`src/rtl/keypad_pkg.sv`:
```
// Shared types, sizes and helpers for the 4x4 keypad scanner.
package keypad_pkg;

    localparam int ROWS      = 4;
    localparam int COLS      = 4;
    localparam int ROW_IDX_W = 2;

    typedef enum logic [2:0] {
        SCAN,
        DB_PRESS,
        EMIT,
        WAIT_REL,
        DB_REL
    } state_t;

    // Result of a column decode: valid means exactly one line is pulled low.
    typedef struct packed {
        logic                 valid;
        logic [ROW_IDX_W-1:0] index;
    } onehot_t;

    // Locates the single low bit of an active-low column vector.
    function automatic onehot_t onehot_low_index(input logic [COLS-1:0] v);
        onehot_t res;
        int      lows;
        res  = '0;
        lows = 0;
        for (int i = 0; i < COLS; i++) begin
            if (!v[i]) begin
                lows++;
                res.index = ROW_IDX_W'(i);
            end
        end
        res.valid = (lows == 1);
        return res;
    endfunction

endpackage

```
`src/rtl/keypad_scan_debounce_if.sv`:
```
// Pin-level bundle between the keypad scanner and the matrix / SPI consumer.
interface keypad_scan_debounce_if;
    import keypad_pkg::*;

    logic [COLS-1:0]          col;
    logic [ROWS-1:0]          row;
    logic [2*ROW_IDX_W-1:0]   key_code;
    logic                     term;
    logic                     key_down;

    // Scanner side: reads the columns, drives rows and the key report.
    modport master (
        input  col,
        output row,
        output key_code,
        output term,
        output key_down
    );

    // Matrix / consumer side.
    modport slave (
        output col,
        input  row,
        input  key_code,
        input  term,
        input  key_down
    );

endinterface

```
`src/rtl/keypad_col_sync.sv`:
```
// Two-flop synchronizer for the asynchronous column lines; idles high.
module keypad_col_sync
    import keypad_pkg::*;
(
    input  logic            clk,
    input  logic            rst,
    input  logic [COLS-1:0] col,
    output logic [COLS-1:0] colq
);

    logic [COLS-1:0] meta;

    // Shift the raw pins through two stages; reset to the pulled-up level.
    always_ff @(posedge clk) begin
        // NOTE: non-blocking assignments make both stages sample the old values on the same edge, giving a true two-stage pipeline.
        if (rst) begin
            meta <= '1;
            colq <= '1;
        end else begin
            meta <= col;
            colq <= meta;
        end
    end

endmodule

```
`src/rtl/keypad_scan_debounce.sv`:
```
// 4x4 keypad row scanner with press/release debounce and a one-cycle key strobe.
module keypad_scan_debounce
    import keypad_pkg::*;
#(
    parameter int SCAN_TICKS     = 50_000,
    parameter int DEBOUNCE_TICKS = 500_000
) (
    input  logic                    clk,
    input  logic                    rst,
    keypad_scan_debounce_if.master  bus
);

    localparam int MAX_TICKS = (SCAN_TICKS > DEBOUNCE_TICKS) ? SCAN_TICKS : DEBOUNCE_TICKS;
    localparam int CNT_W     = $clog2(MAX_TICKS);

    localparam logic [CNT_W-1:0] SCAN_LAST = CNT_W'(SCAN_TICKS - 1);
    localparam logic [CNT_W-1:0] DB_LAST   = CNT_W'(DEBOUNCE_TICKS - 1);

    logic [COLS-1:0]      colq;
    state_t               state;
    logic [CNT_W-1:0]     cnt;
    logic [ROW_IDX_W-1:0] row_idx;
    logic [ROW_IDX_W-1:0] cand_col;
    logic [3:0]           key_code;
    logic                 term;
    logic                 key_down;

    onehot_t              col_sel;
    logic                 cand_match;
    logic                 col_none;

    keypad_col_sync u_col_sync (
        .clk  (clk),
        .rst  (rst),
        .col  (bus.col),
        .colq (colq)
    );

    // Decode the synchronized columns for the FSM.
    always_comb begin
        // NOTE: every output of this block gets a value on every path, so no latch can be inferred.
        col_sel    = onehot_low_index(colq);
        cand_match = (colq == ~(4'b0001 << cand_col));
        col_none   = &colq;
    end

    // Scan / debounce FSM with the shared dwell counter and registered outputs.
    // The key report is loaded on the edge into EMIT, so term is high exactly
    // for the single cycle that EMIT is the current state.
    always_ff @(posedge clk) begin
        if (rst) begin
            state    <= SCAN;
            cnt      <= '0;
            row_idx  <= '0;
            cand_col <= '0;
            key_code <= '0;
            term     <= 1'b0;
            key_down <= 1'b0;
        end else begin
            term <= 1'b0;
            unique case (state)
                SCAN: begin
                    if (cnt == SCAN_LAST) begin
                        cnt <= '0;
                        if (col_sel.valid) begin
                            cand_col <= col_sel.index;
                            state    <= DB_PRESS;
                        end else begin
                            row_idx <= row_idx + 1'b1;
                        end
                    end else begin
                        cnt <= cnt + 1'b1;
                    end
                end
                DB_PRESS: begin
                    if (!cand_match) begin
                        cnt     <= '0;
                        row_idx <= row_idx + 1'b1;
                        state   <= SCAN;
                    end else if (cnt == DB_LAST) begin
                        cnt      <= '0;
                        key_code <= {row_idx, cand_col};
                        term     <= 1'b1;
                        key_down <= 1'b1;
                        state    <= EMIT;
                    end else begin
                        cnt <= cnt + 1'b1;
                    end
                end
                EMIT: begin
                    cnt   <= '0;
                    state <= WAIT_REL;
                end
                WAIT_REL: begin
                    cnt <= '0;
                    if (col_none) begin
                        state <= DB_REL;
                    end
                end
                DB_REL: begin
                    if (!col_none) begin
                        cnt   <= '0;
                        state <= WAIT_REL;
                    end else if (cnt == DB_LAST) begin
                        cnt      <= '0;
                        key_down <= 1'b0;
                        row_idx  <= row_idx + 1'b1;
                        state    <= SCAN;
                    end else begin
                        cnt <= cnt + 1'b1;
                    end
                end
                default: begin
                    cnt   <= '0;
                    state <= SCAN;
                end
            endcase
        end
    end

    assign bus.row      = ~(4'b0001 << row_idx);
    assign bus.key_code = key_code;
    assign bus.term     = term;
    assign bus.key_down = key_down;

endmodule

```
`src/flat_wrapper.sv`:
```
// flat-port wrapper written by rule: the top's interface ports become plain ports
module keypad_scan_debounce_flat import keypad_pkg::*;
#(
    parameter int SCAN_TICKS     = 50_000,
    parameter int DEBOUNCE_TICKS = 500_000
)
  (clk, rst, bus_col, bus_row, bus_key_code, bus_term, bus_key_down);
  keypad_scan_debounce_if bus_i ();
  input  logic clk;
  input  logic rst;
  input wire logic [$bits(bus_i.col)-1:0] bus_col;
  output wire logic [$bits(bus_i.row)-1:0] bus_row;
  output wire logic [$bits(bus_i.key_code)-1:0] bus_key_code;
  output wire logic [$bits(bus_i.term)-1:0] bus_term;
  output wire logic [$bits(bus_i.key_down)-1:0] bus_key_down;
  assign bus_i.col = bus_col;
  assign bus_row = bus_i.row;
  assign bus_key_code = bus_i.key_code;
  assign bus_term = bus_i.term;
  assign bus_key_down = bus_i.key_down;
  keypad_scan_debounce #(.SCAN_TICKS(SCAN_TICKS), .DEBOUNCE_TICKS(DEBOUNCE_TICKS)) u_core (.clk(clk), .rst(rst), .bus(bus_i));
endmodule
```
`config.mk`:
```
export PLATFORM = sky130hd
export DESIGN_NAME = keypad_scan_debounce_flat
export DESIGN_NICKNAME = d
export VERILOG_FILES = /design/src/rtl/keypad_pkg.sv /design/src/rtl/keypad_scan_debounce_if.sv /design/src/rtl/keypad_col_sync.sv /design/src/rtl/keypad_scan_debounce.sv /design/src/flat_wrapper.sv
export SDC_FILE = /design/constraint.sdc
export NUM_CORES = 1
export LEC_CHECK = 0
export ABC_AREA = 1
export BUFFER_PORTS_ARGS = -buffer_cell sky130_fd_sc_hd__buf_2
export CELL_PAD_IN_SITES_DETAIL_PLACEMENT = 1
export CELL_PAD_IN_SITES_GLOBAL_PLACEMENT = 2
export CORE_ASPECT_RATIO = 0.7
export CORE_MARGIN = 3
export CORE_UTILIZATION = 37
export CTS_BUF_LIST = sky130_fd_sc_hd__clkbuf_2 sky130_fd_sc_hd__clkbuf_4 sky130_fd_sc_hd__clkbuf_8
export DETAILED_ROUTE_END_ITERATION = 6
export GPL_ROUTABILITY_DRIVEN = 0
export PLACE_DENSITY = 0.93
export SLEW_MARGIN = 0
export SYNTH_ARGS = -nofsm -noshare
export SYNTH_HDL_FRONTEND = slang
export SYNTH_HIERARCHICAL = 1
export SYNTH_SLANG_ARGS = --single-unit
export TNS_END_PERCENT = 50
```
`constraint.sdc`:
```
create_clock -name clk -period 3.9 [get_ports clk]
set_input_delay 0.78 -clock clk [delete_from_list [all_inputs] [get_ports clk]]
set_output_delay 0.78 -clock clk [all_outputs]
set_load 0.1 [all_outputs]
```
==> results.md <==
* Post-Route WL at ~5500 um
* Post-synthesis to final-layout area growth at 10.2%
* Overflow left after global routing at 0
* Arrival @ worst endpoint at around 2500 ps
* Area taken by multi-input logic gates at ~1200 um^2
* Pre-CTS setup slack at roughly 1600 ps
* Static leakage at about 0.0012 uW
* Measured slew at the worst slew-check pin at between 400 and 500 ps
* Upper clock frequency limit at approximately 420 MHz
* Total die area at around 7000 um^2
* Max Transition Viols Final at 0
* Final critical delay including setup and external delays at approximately 2400 ps
* Finished Cell Area at between 2000 and 2500 um^2
* Share of cells above drive strength 1 at 0.117
* Number of distinct library cells after synthesis at 28
* Critical Path Fanout Max at 6
* DP Wirelength at between 4000 and 5000 um
* Wire length of the first global-routing pass at between 9000 and 10,000 um
* Final setup violating endpoints at 0
* Drt first pass iters at 4
* Final hold vios at 0
* Count of routing violations after the opening detailed-route iteration at between 50 and 60
* Post-CTS setup repair buffer count at 0
* Floorplan row count at 22
* Post-synthesis instance total at 340
* Post-Syn Area at 2220 um^2
* Initial antenna violation count at 0
* Critical path capture point type: flip-flop
* Max-capacitance violation count at 0
* CP Launch Type: flip-flop
* Synth Warn # at 6
* Worst slew margin relative to its limit at 0.669
* Least setup slack across all paths after layout at 1540 ps
* Post-place instance area at ~2400 um^2
* Area occupied by registers at between 800 and 900 um^2
* Clock insertion delay at the later pin of the skew report at approximately 290 ps
* Chip width at a little under 100 um
* Top-area cell type share of the netlist area at 0.360
* Startpoint-to-endpoint class of the critical path: reg2reg
* Count of cells resized by post-cts repair at 0
* Outcome: completed
* Number of antenna diodes at 0
* Per-cell via count in the routed design at 4.71
* Unrepaired setup endpoints after global routing: no
* Sink count of the clock tree at 40
* Post-Syn Nets at 355
* Number of nets in the layout at between 300 and 400
* Final Skew at around 8 ps
* Number of hold-repair buffers added at the cts stage at 0
* Count of nets left with antenna violations after detail routing at 0
* Final Cycle Share at 0.605
* Number of fill cells at roughly 750
* Worst VDD drop at approximately 0.15 mV
* H-Tree Depth at 2
* Overall fraction of global-route tracks in use at 0.167
* Number of buffer cells added on primary ports at 15
* Count of pins on the block boundary at 16
* DRC violations left at 0
* Part of the Yosys area used for sequential elements at 0.360
* Core Region at between 5000 and 6000 um^2
* Average wire per standard cell at roughly 13 um
* CTS tree: built
* Root buf cell: clkbuf_8
* FF+latch count, synth at 40
* Clock-pin slew reported for the worst setup and hold paths after clock tree synthesis at ~70 ps
* Overall power after layout at between 700 and 800 uW
* Top area cells in the synthesized netlist: dfxtp_1, nand2_1, nor2_1
* Final hold slack at just over 400 ps
* Total via count in the routed design at between 2,000 and 2,500
* Chip Height at 70.9 um
* Via count of the first global-routing pass at approximately 1,900
* CTS buffer count at 5
* Pwr dens at between 200 and 300 nW/um^2
* Setup TNS Final at 0 ps
* Critical path required time at 4080 ps
* Average cell area after synthesis at between 6 and 7 um^2
* Class of the tightest hold or removal check: reg2reg
* Maximum number of pins on one net before global-route repair at 18
* Maximum clock insertion buffer count at 2
* Library cell with the largest summed area after synthesis: dfxtp_1
* Initial core utilization at 0.404
-- logic make-up after synthesis --
kind of cell | count (synthesis) | synth area share
XOR/XNOR | 12 | 0.0473
adder cells (fa/ha/maj) | 9 | 0.0506
buffers and inverters | 67 | 0.117
flip-flops | 40 | 0.360
AO/OA/AOI/OAI | 22 | 0.0523
AND/OR/NAND/NOR | 190 | 0.373
-- worst max-delay path: stages (launching register included) --
cell	delay, ps
dfxtp_1	430
inv_1	80
ha_1	310
inv_1	70
nand2_1	50
nand2_1	90
inv_1	50
ha_1	290
nor2_1	90
nand2_1	60
o21ai_1	100
nand3_1	120
nor2_1	210
inv_1	90
o21ai_0	150
nor2_1	60
-- synthesized netlist by cell type --
master / instances
a21oi_1: 8
a21oi_2: 1
a31oi_1: 1
buf_2: 1
buf_6: 1
clkbuf_1: 1
clkinv_1: 1
dfxtp_1: 40
ha_1: 9
inv_1: 55
inv_2: 8
nand2_1: 76
nand2_2: 1
nand2_4: 1
nand3_1: 18
nand3_2: 4
nand3b_1: 3
nand4_1: 4
nor2_1: 69
nor2_2: 3
nor2_4: 2
nor3_1: 7
nor4_1: 2
o21ai_0: 6
o21ai_1: 5
o22ai_1: 1
xnor2_1: 1
xor2_1: 11
-- layout make-up --
class,count,share of cell area
clock buffer,6,0.0312
clock inverter,1,0.00204
multi-input combinational,233,0.474
inverter,64,0.0981
tap,72,0.0368
sequential,40,0.327
timing repair buffer,15,0.0306
-- where the power goes --
| group | switching (uW) | internal [uW] |
|---|---|---|
| Clock | 140 | 129 |
| Sequential | 5.63 | 415 |
| Combinational | 28.0 | 14.1 |
-- placed cells by master (no fill, tap or decap) --
cell | netlist | layout
nand2_1 | 76 | 76
xor2_1 | 11 | 11
o21ai_1 | 5 | 5
nand2_4 | 1 | 1
nand3_1 | 18 | 18
nor2_1 | 69 | 69
inv_2 | 8 | 8
a31oi_1 | 1 | 1
dfxtp_1 | 40 | 40
a21oi_2 | 1 | 1
nor3_1 | 7 | 7
buf_2 | 1 | 15
clkbuf_4 | 0 | 1
nor2_2 | 3 | 3
clkinv_1 | 1 | 1
xnor2_1 | 1 | 1
nand4_1 | 4 | 4
a21oi_1 | 8 | 8
nand3_2 | 4 | 4
inv_1 | 55 | 55
o21ai_0 | 6 | 6
nor2_4 | 2 | 2
o22ai_1 | 1 | 1
ha_1 | 9 | 9
nand2_2 | 1 | 1
nor4_1 | 2 | 2
clkbuf_8 | 0 | 5
nand3b_1 | 3 | 3
clkinv_2 | 0 | 1
-- routing by layer --
metal  vias up  global-route usage  wire [um]
met5         -                   0          0
met3         3              0.0355        133
li1       1073                   -          -
met1       936               0.262       3160
met4         0              0.0318         16
met2        18               0.234       2180
-- registers in the layout, indices dropped and copies added (netlist names) --
name / cells
u_core/cand_col: 2
u_core/bus.term: 1
u_core/cnt: 19
u_core/bus.key_code: 4
u_core/u_col_sync/colq: 4
u_core/bus.key_down: 1
u_core/row_idx: 2
u_core/state: 3
u_core/u_col_sync/meta: 4
-- final timing paths --
path                                                  end  slack [ps]  cells after the start                       from
worst max-delay path                   u_core/cand_col[1]        1540                     15  u_core/u_col_sync/colq[1]
worst max register to register         u_core/cand_col[1]        1540                     15  u_core/u_col_sync/colq[1]
worst min register to register  u_core/u_col_sync/colq[2]         410                      2  u_core/u_col_sync/meta[2]
worst min-delay path            u_core/u_col_sync/colq[2]         410                      2  u_core/u_col_sync/meta[2]
-- stage by stage --
step / std cells / utilization
after CTS: 431 / 0.445
after detailed placement: 424 / 0.430
after global routing: 431 / 0.445
final: 431 / 0.445
after global placement: 424 / 0.430
after floorplan: 340 / -
No activity file was read; power rests on OpenSTA's default activity.
